[src/rtl/axis_add_sub_pipe.sv]
// axis_add_sub_pipe: AXI-Stream adder/subtractor. The carry chain is cut into
// STAGES registered segments, followed by a registered output slice that
// applies overflow detection and optional saturation.
module axis_add_sub_pipe #(
    parameter int WIDTH    = 32,
    parameter int STAGES   = 2,
    parameter int SIGNED   = 1,
    parameter int SATURATE = 0
) (
    input  logic             CLK,
    input  logic             RST,
    input  logic [WIDTH-1:0] S_A,
    input  logic [WIDTH-1:0] S_B,
    input  logic             S_ADD,
    input  logic             S_C_IN,
    input  logic             S_VALID,
    output logic             S_READY,
    output logic [WIDTH-1:0] M_S,
    output logic             M_C_OUT,
    output logic             M_OVF,
    output logic             M_VALID,
    input  logic             M_READY
);

    localparam int SEG = WIDTH / STAGES;
    localparam logic [WIDTH-1:0] SAT_POS = {WIDTH{1'b1}} >> 1;
    localparam logic [WIDTH-1:0] SAT_NEG = ~SAT_POS;

    if (WIDTH < 1 || STAGES < 1 || STAGES > 8 || (WIDTH % STAGES) != 0) begin : g_bad_cfg
        $fatal(1, "axis_add_sub_pipe: WIDTH=%0d must be >=1 and divisible by STAGES=%0d (1..8)",
               WIDTH, STAGES);
    end

    // One carry segment: returns {carry out, carry into segment MSB, sum}.
    function automatic logic [SEG+1:0] seg_add(input logic [SEG-1:0] a,
                                               input logic [SEG-1:0] b,
                                               input logic           c);
        logic [SEG:0] full;
        full = {1'b0, a} + {1'b0, b} + {{SEG{1'b0}}, c};
        return {full[SEG], full[SEG-1] ^ a[SEG-1] ^ b[SEG-1], full[SEG-1:0]};
    endfunction

    // Per-stage state. b_q holds B already inverted for subtract, so every
    // segment is a plain add; add_q remembers the op for the output slice.
    logic             vld_q [STAGES];
    logic             vld_d [STAGES];
    logic [WIDTH-1:0] sum_q [STAGES];
    logic [WIDTH-1:0] sum_d [STAGES];
    logic [WIDTH-1:0] a_q   [STAGES];
    logic [WIDTH-1:0] a_d   [STAGES];
    logic [WIDTH-1:0] b_q   [STAGES];
    logic [WIDTH-1:0] b_d   [STAGES];
    logic             cy_q  [STAGES];
    logic             cy_d  [STAGES];
    logic             cm_q  [STAGES];
    logic             cm_d  [STAGES];
    logic             add_q [STAGES];
    logic             add_d [STAGES];
    logic             load  [STAGES];
    logic             out_load;

    logic             m_valid_q, m_valid_d;
    logic [WIDTH-1:0] m_s_q, m_s_d;
    logic             m_c_out_q, m_c_out_d;
    logic             m_ovf_q, m_ovf_d;

    // Load enables: a stage loads if it, or any stage below it, is empty,
    // or the output slice is empty or draining; bubbles therefore collapse.
    always_comb begin
        logic l;
        out_load = !m_valid_q || M_READY;
        for (int i = 0; i < STAGES; i++) begin
            l = out_load;
            for (int j = i; j < STAGES; j++) begin
                l = l | !vld_q[j];
            end
            load[i] = l;
        end
    end

    assign S_READY = load[0];

    // Carry pipeline: stage k adds segment k using the carry registered by stage k-1.
    always_comb begin
        logic [SEG+1:0]   r;
        logic [WIDTH-1:0] b_eff;
        logic             c_eff;
        // NOTE: every variable gets a default before any branch, otherwise a
        // path that skips an assignment infers a latch.
        r     = '0;
        b_eff = '0;
        c_eff = 1'b0;
        for (int i = 0; i < STAGES; i++) begin
            vld_d[i] = vld_q[i];
            sum_d[i] = sum_q[i];
            a_d[i]   = a_q[i];
            b_d[i]   = b_q[i];
            cy_d[i]  = cy_q[i];
            cm_d[i]  = cm_q[i];
            add_d[i] = add_q[i];
        end

        if (load[0]) begin
            vld_d[0] = S_VALID;
            if (S_VALID) begin
                // Subtract as A + ~B + ~borrow.
                b_eff    = S_ADD ? S_B : ~S_B;
                c_eff    = S_ADD ? S_C_IN : ~S_C_IN;
                r        = seg_add(S_A[SEG-1:0], b_eff[SEG-1:0], c_eff);
                sum_d[0] = '0;
                sum_d[0][SEG-1:0] = r[SEG-1:0];
                a_d[0]   = S_A;
                b_d[0]   = b_eff;
                cy_d[0]  = r[SEG+1];
                cm_d[0]  = r[SEG];
                add_d[0] = S_ADD;
            end
        end

        for (int k = 1; k < STAGES; k++) begin
            if (load[k]) begin
                vld_d[k] = vld_q[k-1];
                if (vld_q[k-1]) begin
                    r        = seg_add(a_q[k-1][k*SEG +: SEG], b_q[k-1][k*SEG +: SEG], cy_q[k-1]);
                    sum_d[k] = sum_q[k-1];
                    sum_d[k][k*SEG +: SEG] = r[SEG-1:0];
                    a_d[k]   = a_q[k-1];
                    b_d[k]   = b_q[k-1];
                    cy_d[k]  = r[SEG+1];
                    cm_d[k]  = r[SEG];
                    add_d[k] = add_q[k-1];
                end
            end
        end
    end

    // Output slice: status flags, optional clamp; holds while stalled.
    always_comb begin
        logic [WIDTH-1:0] raw;
        logic             cy;
        logic             c_out;
        logic             ovf;
        m_valid_d = m_valid_q;
        m_s_d     = m_s_q;
        m_c_out_d = m_c_out_q;
        m_ovf_d   = m_ovf_q;
        raw       = sum_q[STAGES-1];
        cy        = cy_q[STAGES-1];
        c_out     = add_q[STAGES-1] ? cy : ~cy;
        ovf       = (SIGNED != 0) ? (cy ^ cm_q[STAGES-1]) : c_out;
        if (out_load) begin
            m_valid_d = vld_q[STAGES-1];
            if (vld_q[STAGES-1]) begin
                m_s_d     = raw;
                m_c_out_d = c_out;
                m_ovf_d   = ovf;
                if (SATURATE != 0 && ovf) begin
                    if (SIGNED != 0) begin
                        // A wrapped negative result means positive overflow.
                        m_s_d = raw[WIDTH-1] ? SAT_POS : SAT_NEG;
                    end else begin
                        m_s_d = add_q[STAGES-1] ? {WIDTH{1'b1}} : {WIDTH{1'b0}};
                    end
                end
            end
        end
    end

    // Control state and visible outputs: cleared by reset.
    always_ff @(posedge CLK or posedge RST) begin
        // NOTE: sequential state uses non-blocking assignments so every flop
        // samples pre-edge values regardless of statement order.
        if (RST) begin
            for (int i = 0; i < STAGES; i++) vld_q[i] <= 1'b0;
            m_valid_q <= 1'b0;
            m_s_q     <= '0;
            m_c_out_q <= 1'b0;
            m_ovf_q   <= 1'b0;
        end else begin
            for (int i = 0; i < STAGES; i++) vld_q[i] <= vld_d[i];
            m_valid_q <= m_valid_d;
            m_s_q     <= m_s_d;
            m_c_out_q <= m_c_out_d;
            m_ovf_q   <= m_ovf_d;
        end
    end

    // Pipeline datapath registers.
    // NOTE: these carry no reset; contents are only observed behind a valid
    // bit, and leaving them unreset keeps the reset net off the wide datapath.
    always_ff @(posedge CLK) begin
        for (int i = 0; i < STAGES; i++) begin
            sum_q[i] <= sum_d[i];
            a_q[i]   <= a_d[i];
            b_q[i]   <= b_d[i];
            cy_q[i]  <= cy_d[i];
            cm_q[i]  <= cm_d[i];
            add_q[i] <= add_d[i];
        end
    end

    assign M_VALID = m_valid_q;
    assign M_S     = m_s_q;
    assign M_C_OUT = m_c_out_q;
    assign M_OVF   = m_ovf_q;

endmodule

[config.mk]
export PLATFORM = sky130hd
export DESIGN_NAME = axis_add_sub_pipe
export DESIGN_NICKNAME = d
export VERILOG_FILES = /design/src/rtl/axis_add_sub_pipe.sv
export SDC_FILE = /design/constraint.sdc
export NUM_CORES = 1
export LEC_CHECK = 0
export ABC_AREA = 0
export CAP_MARGIN = 20
export CORE_UTILIZATION = 48
export CTS_BUF_LIST = sky130_fd_sc_hd__clkbuf_8
export DETAILED_ROUTE_END_ITERATION = 7
export PLACE_DENSITY = 0.85
export SYNTH_ARGS = -nofsm -noshare
export SYNTH_HDL_FRONTEND = slang
export SYNTH_SLANG_ARGS = --single-unit
[constraint.sdc]
create_clock -name CLK -period 2.43 [get_ports CLK]
set_input_delay 0.486 -clock CLK [delete_from_list [all_inputs] [get_ports CLK]]
set_output_delay 0.486 -clock CLK [all_outputs]
set_load 0.05 [all_outputs]
======== Word-level counts from Yosys, hierarchy flattened ========
Memory sizes are Yosys's and may differ from the RTL's.
Index checks and enable logic that the tools add are counted.
Widths: inputs -> output; s select.
word-level totals
  bits in read-only memories .............. 0
  memories ................................ 6
  word-level logic and storage cells ...... 65
  bits in latches ......................... 0
  input port bits ......................... 70
  output and inout port bits .............. 36
  bits in writable memories ............... 198
  bits in registers ....................... 37
memories
  memory  words  bits a word  rd ports  clocked after memory_dff  wr ports  RTL line  text
  a_q     2      32           1         0                         2         49        logic [WIDTH-1:0] a_q [STAGES];
  b_q     2      32           1         0                         2         51        logic [WIDTH-1:0] b_q [STAGES];
  sum_q   2      32           2         0                         2         47        logic [WIDTH-1:0] sum_q [STAGES];
  add_q   2      1            2         0                         2         57        logic add_q [STAGES];
  cm_q    2      1            1         0                         2         55        logic cm_q [STAGES];
  cy_q    2      1            2         0                         2         53        logic cy_q [STAGES];
operators by class
  equal/unequal tests ..................... 4
  shift-type cells ........................ 0
  add/subtract/negate cells ............... 4
  reductions and logical operators ........ 7
  muxes and demuxes ....................... 27
  multipliers ............................. 0
  bitwise operators ....................... 11
  divide/modulo/power cells ............... 0
  order comparisons ....................... 0
operators by type and width
  kind                count
  $mux 32             13
  $add 16x16->17      2
  $add 17x1->17       2
  $not 32->32         1
  $mux 1              14
  $reduce_and 2->1    3
  $xor 1x1->1         5
  $ne 2x2->1 const B  2
  $logic_not 1->1     3
  $or 1x1->1          3
  $ne 1x1->1 const B  2
  $not 1->1           2
  $logic_or 1x1->1    1

======== Depth between registers and ports, before layout ========
Gate-level depths: netlist (run 1).
  depth after elaboration ................. 8
  mapped depth ............................ 12
  mapped depth without buffers ............ 10

======== Least setup slack after synthesis (run 1) ========
Ideal clock, no wire load.
  path kind ............................... input -> register
  start point ............................. input S_ADD
  end point ............................... memory cy_q[0][0], data pin
  stages on the path ...................... 12
  buffers on the path ..................... 2
  library setup time ...................... 256 ps
  data required time ...................... 2174 ps
  path slack .............................. -556 ps
  arrival time ............................ 2730 ps
  path through ............................ clkbuf_1 buf_2 xnor2_1 fa_1 inv_1 fa_1 nor2b_1 o21ai_0 a21oi_1 o21ai_1 a31oi_1 a31o_2
RTL lines
  item                RTL line  text
  start: declaration  14        input logic S_ADD,
  end: declaration    53

==> results, run 1 <==
- The aggregate routed wire length is around 11000 um.
- Setup repair after global routing could not meet its margin everywhere.
- The worst setup path is captured at a flop.
- After synthesis, flip-flops and latches occupy about three fifths of the total area.
- The worst hold-check path type is flop to flop.
- For this configuration, the core starts out at a cell density of between 40% and 50%.
- The initial antenna violation count is 0.
- The worst path in the final design needs a cycle of 2403 ps, including I/O delays and setup.
- Of the total power, combinational logic draws between 30% and 40%.
- Once detail routing completed, the nets flagged for antenna violations numbered 0.
- 106 I/O pins were placed.
- Yosys attributes the largest share of cell area to sky130_fd_sc_hd__edfxtp_1 44%, sky130_fd_sc_hd__dfrtp_1 16%, sky130_fd_sc_hd__xnor2_1 7.5%.
- The maximum buffer depth of the clock tree is 2.
- The critical path start-end classification is flop to flop.
- STA puts the critical path data required time at 2600 ps.
- The repair_antennas step left the layout with diodes totalling 0.
- The die extent in x is around 110 um.
- The startpoint of the lowest-slack register-to-register path is cy_q[0][0]$_DFFE_PP_.
- The die area is approximately 12000 um^2.
- The clock slew at the register clock pins of the worst setup and hold paths is ~70 ps.
- After synthesis, the largest area contributor takes up 44.49% of total cell area.
- The wire length of the first global-routing pass is approximately 19000 um.
- The largest total area in the synthesized netlist belongs to sky130_fd_sc_hd__edfxtp_1.
- Port buffering added between 100 and 150 buffers.
- Detailed routing inserted a total of between 3000 and 4000 vias.
- Net switching is between 30% and 40% of the power.
- Entering global routing, the biggest net connects slightly above 50 pins.
- Sequential cells burn 40.9% of the power.
- For the worst-skew pair, the clock arrives at the later sink with an insertion delay of around 430 ps.
- The number of filler instances in the final layout is 792.
- At the end of the flow, the number of nets in the layout was ~670.
- The congestion estimate from routability-driven global placement came to approximately 0.89.
- The cell row count is 39.
- Setup violations remaining at the end of the flow were counted as 0.
- The Yosys step of the flow raised 0 warnings.
- Measured against its own limit, the worst slew margin works out to 63.11%.
- The via count of the first global-routing pass is between 3000 and 4000.
- The launch point of the worst path is cy_q[0][0]$_DFFE_PP_.
- The measured slew at the worst slew-check pin is between 500 and 600 ps.
- Clock tree synthesis inserted a total of 17 buffers.
- The total number of clock tree sinks is approximately 120.
- The most frequently used flop master after synthesis is sky130_fd_sc_hd__edfxtp_1.
- In the global route stage, overall resource usage came out at 19.69%.
- Synthesis produced around 400 cells.
- In this run the power spent charging and discharging nets is 2205 uW.
- The power density over cell area is 886.2 nW/um^2.
- The total placed instance area is between 7000 and 8000 um^2.
- The register bit count reported by yosys is approximately 120.
- The number of nets in the synthesized netlist is approximately 510.
- The H-tree was split into 4 levels.
- After detailed routing, the number of remaining DRC violations is 2.
- Dividing the final minimum period by the clock period gives 98.91%.
- The clock tree root driver cell is sky130_fd_sc_hd__clkbuf_8.
- Across the routed clock network, the largest skew measured is 10.62 ps.
- The first-pass iteration count of the detailed router is 6.
- For this run the aggregate overflow at the end of global routing stands at 0.
- Derived from the worst setup path, the maximum achievable clock frequency is ~420 MHz.
- The number of enable-type register cells in the synthesized netlist is 85.
- Hold timing on the final database bottoms out at a slack of 421.6 ps.
- For this run, asynchronously set or reset flops after synthesis account for a little under a third.
- In the final routed layout, each cell accounts on average for 15.89 um.
- The run finished, with violations left.
- The clock tree from TritonCTS is built.
- Leaving out fill and tap cells, the most frequent cells in the layout are 101 x sky130_fd_sc_hd__clkdlybuf4s50_1, 85 x sky130_fd_sc_hd__edfxtp_1, 47 x sky130_fd_sc_hd__xnor2_1.
- The maximum resistive drop on vdd is around 0.37 mV.
- The number of different library cells in the post-synthesis netlist is 45.
- The max-slew violation count was 0.
- Cell internal power was estimated by the tool at ~4700 uW.
- Dividing the detail-routed via count by the number of cells gives 5.115.
- The worst path arrival time is around 2600 ps.
- The die span in y is around 110 um.
- The share of total power in the clock network is around a quarter.
- Averaged over all synthesized cells, the footprint is 14.31 um^2.
- The most frequent standard cell in the layout excluding fill and tap cells is sky130_fd_sc_hd__clkdlybuf4s50_1.
- In this run the most critical hold path is launched from sum_q[0][13]$_DFFE_PP_.
- Detailed placement finished with a half-perimeter wire length of 8167 um.
- After synthesis the cells add up to approximately 5700 um^2.
- Total power for the finished layout comes to ~7000 uW.
- STA classifies the critical path startpoint as a flop.
- Summed over all cells, the static leakage comes to between 0.003 and 0.004 uW.
- The multi-input combinational cell area is 2301 um^2.
- After routing the design area is roughly 7800 um^2.
- The share of layout cells above drive strength 1 is 24.65%.
- The register area is 3478 um^2.
- The max-cap check violation count is 0.
- After the first detailed-routing iteration, the DRC count stood at 177.
- The checks that failed: design-rule violations.
- The total count of hold-check failures in the final report was 0.
- The layout-stage area growth over the synthesis result is 36.62%.
- The placeable core region is ~12000 um^2.
- The largest driver fanout on the critical path is 2.
==> cells in the mapped netlist, types with 5 or more instances <==
library cell / instances
sky130_fd_sc_hd__a21o_1: 14
sky130_fd_sc_hd__a21oi_1: 25
sky130_fd_sc_hd__buf_2: 5
sky130_fd_sc_hd__dfrtp_1: 37
sky130_fd_sc_hd__edfxtp_1: 85
sky130_fd_sc_hd__ha_1: 30
sky130_fd_sc_hd__inv_1: 10
sky130_fd_sc_hd__mux2_2: 32
sky130_fd_sc_hd__nand2_1: 18
sky130_fd_sc_hd__nand2b_1: 5
sky130_fd_sc_hd__nor2_1: 7
sky130_fd_sc_hd__o21ai_0: 15
sky130_fd_sc_hd__xnor2_1: 49
sky130_fd_sc_hd__xor2_1: 14
==> sequential cells by signal, summed over array words and instances, names as in the netlist <==
| name | flops |
|---|---|
| vld_q | 2 |
| M_C_OUT | 1 |
| b_q | 16 |
| sum_q | 48 |
| cm_q | 1 |
| M_OVF | 1 |
| a_q | 16 |
| M_S | 32 |
| M_VALID | 1 |
| cy_q | 2 |
| add_q | 2 |
==> cells by family after synthesis <==
group | count (synthesis) | synth area share (%)
AOI/OAI and AO/OA | 77 | 9.073
muxes | 33 | 6.456
DFF | 122 | 60.63
buffers and inverters | 19 | 1.352
xor gates and xnor gates | 64 | 10.01
and+or+nand+nor | 52 | 4.536
adders and majority gates | 34 | 7.939
==> area by class of cell <==
| type | instances | share of cell area [%] |
|---|---|---|
| multi-input cells | 260 | 29.36 |
| inverters | 10 | 0.4789 |
| well taps | 143 | 2.283 |
| flip-flops and latches | 122 | 44.38 |
| repair buffers | 152 | 18.30 |
| clock buffers | 20 | 3.512 |
| clock inverters | 12 | 1.692 |
==> power groups by stage <==
stage,logic [uW],clock network [uW],registers [uW]
finish,2260,1840,2840
global route,2400,1980,2880
CTS,2240,1870,2840
detailed placement,2210,0,2880
global placement,2140,0,2860
floorplan,822,0,3440
==> worst paths after layout <==
| path | endpoint | slack (ps) | cells past startpoint |
|---|---|---|---|
| min in group asynchronous | M_S[6]$_DFFE_PP0P_ | 470 | 3 |
| min | sum_q[0][45]$_DFFE_PP_ | 420 | 0 |
| max | sum_q[0][60]$_DFFE_PP_ | 30 | 8 |
| max reg2reg | sum_q[0][60]$_DFFE_PP_ | 30 | 8 |
| min reg2reg | sum_q[0][45]$_DFFE_PP_ | 420 | 0 |
| max in group asynchronous | M_S[17]$_DFFE_PP0P_ | 1610 | 3 |
==> through the flow <==
step | setup slack [ps] | setup TNS (ps) | cells | utilization [%]
4_1_cts | 17.34 | 0 | 718 | 67.50
6_report | 26.59 | 0 | 719 | 68.06
2_1_floorplan | -245.7 | -947.4 | 401 | -
3_5_place_dp | -717.9 | -6570 | 685 | 63.68
3_3_place_gp | -630.8 | -5295 | 685 | 63.68
5_1_grt | -38.65 | -54.26 | 719 | 68.06
==> routing by layer <==
metal	vias up	global-route usage [%]	wire [um]
met5	-	0	0
met4	0	8.468	226
met3	20	5.467	489
met2	88	35.92	6191
met1	1773	21.34	4518
li1	1797	-	-
==> what timing repair did <==
| action | in CTS | in global routing |
|---|---|---|
| hold buffers | 0 | 0 |
| endpoints found under the hold margin | 0 | 0 |
| resized for setup | 10 | 16 |
| pin swaps | 3 | 18 |
| buffers inserted | 1 | 1 |
| setup endpoints to repair | 13 | 11 |
==> worst max-delay path, cell delays in order (launching register included) <==
cell and delay (ps):
sky130_fd_sc_hd__edfxtp_1 420, sky130_fd_sc_hd__fa_2 430, sky130_fd_sc_hd__fa_2 410, sky130_fd_sc_hd__a21oi_4 190
sky130_fd_sc_hd__o21ai_4 90, sky130_fd_sc_hd__a211oi_2 260, sky130_fd_sc_hd__buf_4 170, sky130_fd_sc_hd__o21ai_2 50
sky130_fd_sc_hd__xor2_1 140
Power figures use the tool's default switching activity.
==> run 2: changes to the inputs <==
Settings changed: CORE_UTILIZATION 48 to 47, CTS_BUF_LIST sky130_fd_sc_hd__clkbuf_8 to default, PLACE_DENSITY 0.85 to 0.84.
==> run 2 against run 1 <==
The flow finishes with violations (negative setup slack). Clock skew decreased by 3.6 ps. Die area increased by 2.1%. Critical path depth unchanged. Register-to-register slack got worse by 40 ps. Critical endpoint unchanged.
==> results, run 2 (same netlist as run 1, synthesis figures left out) <==
- Status: finished, violations left (unchanged).
- Violations in the final reports: negative setup slack (was design-rule violations).
- The clock tree from TritonCTS is built (unchanged).
- The insertion delay of the later-clocked pin in the worst-skew pair is 410 ps (was 430 ps).
- The max-cap check violation count is 0 (unchanged).
- The number of filler instances in the final layout is 771 (was 792).
- The antenna cell count is 0 (unchanged).
- The die area is 12650 um^2 (was 12390 um^2).
- The critical path start-end classification is flop to flop (unchanged).
- The layout-stage area growth over the synthesis result is 40.68% (was 36.62%).
- The initial antenna violation count came to 0 (unchanged).
- The initial core utilization is 49.19% (was 49.82%).
- The type of destination of the critical path is a flop (unchanged).
- The die span in y is 112.5 um (was 111.3 um).
- The power density over cell area is 932.2 nW/um^2 (was 886.2 nW/um^2).
- The via count of the first global-routing pass is 3865 (was 3876).
- The maximum resistive drop on vdd came to 0.4712 mV (was 0.3728 mV).
- The worst path arrival time is 2600 ps (was 2570 ps).
- The flip-flop count of the largest register, all copies and words added is 48 (unchanged).
- The number of top-level pins is 106 (unchanged).
- The total number of clock tree sinks is 122 (unchanged).
- The routability congestion estimate is 0.8866 (was 0.8875).
- The aggregate routed wire length is 11410 um (was 11430 um).
- The maximum number of pins on one net before global-route repair is 51 (unchanged).
- The clock tree root driver cell is sky130_fd_sc_hd__clkbuf_16 (was sky130_fd_sc_hd__clkbuf_8).
- The required time of the worst setup path was 2580 ps (was 2600 ps).
- The share of layout cells above drive strength 1 is 26.12% (was 24.65%).
- Setup repair after global routing missed its margin: yes (unchanged).
- The via density per instance is 5.148 (was 5.115).
- The number of hold buffers added after cts is 0 (unchanged).
- The cell row count came to 39 (unchanged).
- The wire length per cell came to 15.73 um (was 15.89 um).
- The clock slew at the register clock pins of the worst setup and hold paths is 50 ps (was 70 ps).
- The number of buffers created by CTS is 17 (unchanged).
- The nature of the critical path startpoint is a flop (unchanged).
- The overall global routing resource usage was 19.19% (was 19.69%).
- The setup clock skew after layout was 7.067 ps (was 10.62 ps).
- The number of routed nets with antenna violations is 0 (unchanged).
- The measured slew at the worst slew-check pin came to 553.4 ps (was 551.7 ps).
- The worst hold-check path type is flop to flop (unchanged).
- The half-perimeter wire length after detailed placement is 8139 um (was 8167 um).
- The portion of the clock cycle consumed by the worst path in the final layout came to 100.7% (was 98.91%).
- The global route total overflow is 0 (unchanged).
- The timing-limited maximum frequency was 408.8 MHz (was 416.1 MHz).
- The first-pass iteration count of the detailed router is 4 (was 6).
- The total count of hold-check failures in the final report came to 0 (unchanged).
- The max-slew violation count was 0 (unchanged).
- The remaining max-slew budget at the tightest pin came to 62.99% (was 63.11%).
- The number of DRC markers after the initial detailed-route iteration is 125 (was 177).
- The leakage power was 0.003235 uW (was 0.003154 uW).
- The top register by number of flip-flops is sum_q (unchanged).
- The number of buffers inserted by port buffering is 105 (unchanged).
- The utilization after layout came to 69.20% (was 68.06%).
- Top library cells by usage in the layout, fill and taps aside: 100 x sky130_fd_sc_hd__clkdlybuf4s50_1, 85 x sky130_fd_sc_hd__edfxtp_1, 51 x sky130_fd_sc_hd__buf_4 (was 101 x sky130_fd_sc_hd__clkdlybuf4s50_1, 85 x sky130_fd_sc_hd__edfxtp_1, 47 x sky130_fd_sc_hd__xnor2_1).
- The via count is 3732 (was 3678).
- The worst setup margin is -16.45 ps (was 26.59 ps).
- The die extent in x is 112.5 um (was 111.3 um).
- The placeable core region was 11660 um^2 (was 11520 um^2).
- The final layout net count is 673 (was 667).
- The number of design rule violations left after detail routing is 0 (was 2).
- The wire length of the first global-routing pass is 18260 um (was 18640 um).
- The deepest level of the CTS H-tree came to 4 (unchanged).
- The final-report setup violation count was 1 (was 0).
- The largest driver fanout on the critical path is 2 (unchanged).
- The clock period minus worst slack is 2446 ps (was 2403 ps).
- The most frequent standard cell in the layout excluding fill and tap cells is sky130_fd_sc_hd__clkdlybuf4s50_1 (unchanged).
- The worst setup slack after placement is -701.9 ps (was -717.9 ps).
- The maximum buffer depth of the clock tree was 2 (unchanged).
==> run 2: changes by cell type in the layout (fill, tap and decap cells not counted), sizes merged <==
cell and delta:
clkdlybuf4s50 -1, clkinv +2, clkbuf -3, dlygate4sd2 +2, inv -4, clkinvlp +4, buf +7, bufinv -1
==> run 2: report_power, final <==
part | switching (uW) | total (uW) | internal (uW)
Combinational | 1300 | 2300 | 1000
Clock | 871 | 2390 | 1520
Sequential | 145 | 2840 | 2690
==> run 2: path summary, 6_finish.rpt <==
check	start	to	slack [ps]	cells past startpoint
setup / recovery	cy_q[0][0]$_DFFE_PP_	sum_q[0][60]$_DFFE_PP_	-20	8
hold / removal	sum_q[0][15]$_DFFE_PP_	sum_q[0][47]$_DFFE_PP_	420	0
setup reg to reg	cy_q[0][0]$_DFFE_PP_	sum_q[0][60]$_DFFE_PP_	-20	8
hold reg to reg	sum_q[0][15]$_DFFE_PP_	sum_q[0][47]$_DFFE_PP_	420	0
max in group asynchronous	RST	M_S[16]$_DFFE_PP0P_	1590	3
min in group asynchronous	RST	M_S[2]$_DFFE_PP0P_	500	3
==> run 2: layer usage <==
layer  track usage (%)  vias up  wire [um]
met2             34.20       83       6088
met4             9.511        0        273
li1                  -     1809          -
met3             5.346       25        452
met1             21.05     1815       4593
met5                 0        -          0
==> run 2: through the flow <==
step           hold WS [ps]  TNS [ps]  cells  cell area (um^2)  power [uW]
6_report              416.9    -16.45    725              8070        7523
5_1_grt               423.2    -185.6    725              8070        7842
4_1_cts               415.9         0    722              7976        7521
3_5_place_dp          404.5     -6158    685              7333        5084
3_3_place_gp          404.0     -5364    685              7333        5005
2_1_floorplan         400.3    -947.4    401              5811        4264
==> run 2: what timing repair did <==
action	in CTS	in global routing
setup endpoints to repair	13	13
resized for setup	15	13
buffers inserted	5	3
hold endpoints to repair	0	0
pin swaps	9	14
==> run 2: worst max-delay path, stage by stage (launching register included) <==
cell and delay (ps):
sky130_fd_sc_hd__edfxtp_1 410, sky130_fd_sc_hd__fa_2 430, sky130_fd_sc_hd__fa_2 400, sky130_fd_sc_hd__a21oi_4 200, sky130_fd_sc_hd__o21ai_4 90, sky130_fd_sc_hd__a211oi_4 280
sky130_fd_sc_hd__buf_4 170, sky130_fd_sc_hd__o21ai_2 50, sky130_fd_sc_hd__xor2_1 150
==> run 2: area by class of cell <==
class	instances	area [um^2]	share of cell area, %
inverters	10	37.54	0.4651
clock buffers	19	442.9	5.488
multi-input cells	260	2326	28.82
clock inverters	13	127.6	1.581
flip-flops and latches	122	3478	43.10
well taps	143	178.9	2.217
repair buffers	158	1479	18.33
==> run 3: changes to the inputs <==
Settings changed: CTS_CLUSTER_SIZE from default to 16, GPL_ROUTABILITY_DRIVEN from default to 0.
==> results of run 3 <==
Final layout, timing and power as in run 2 (identical DEF).
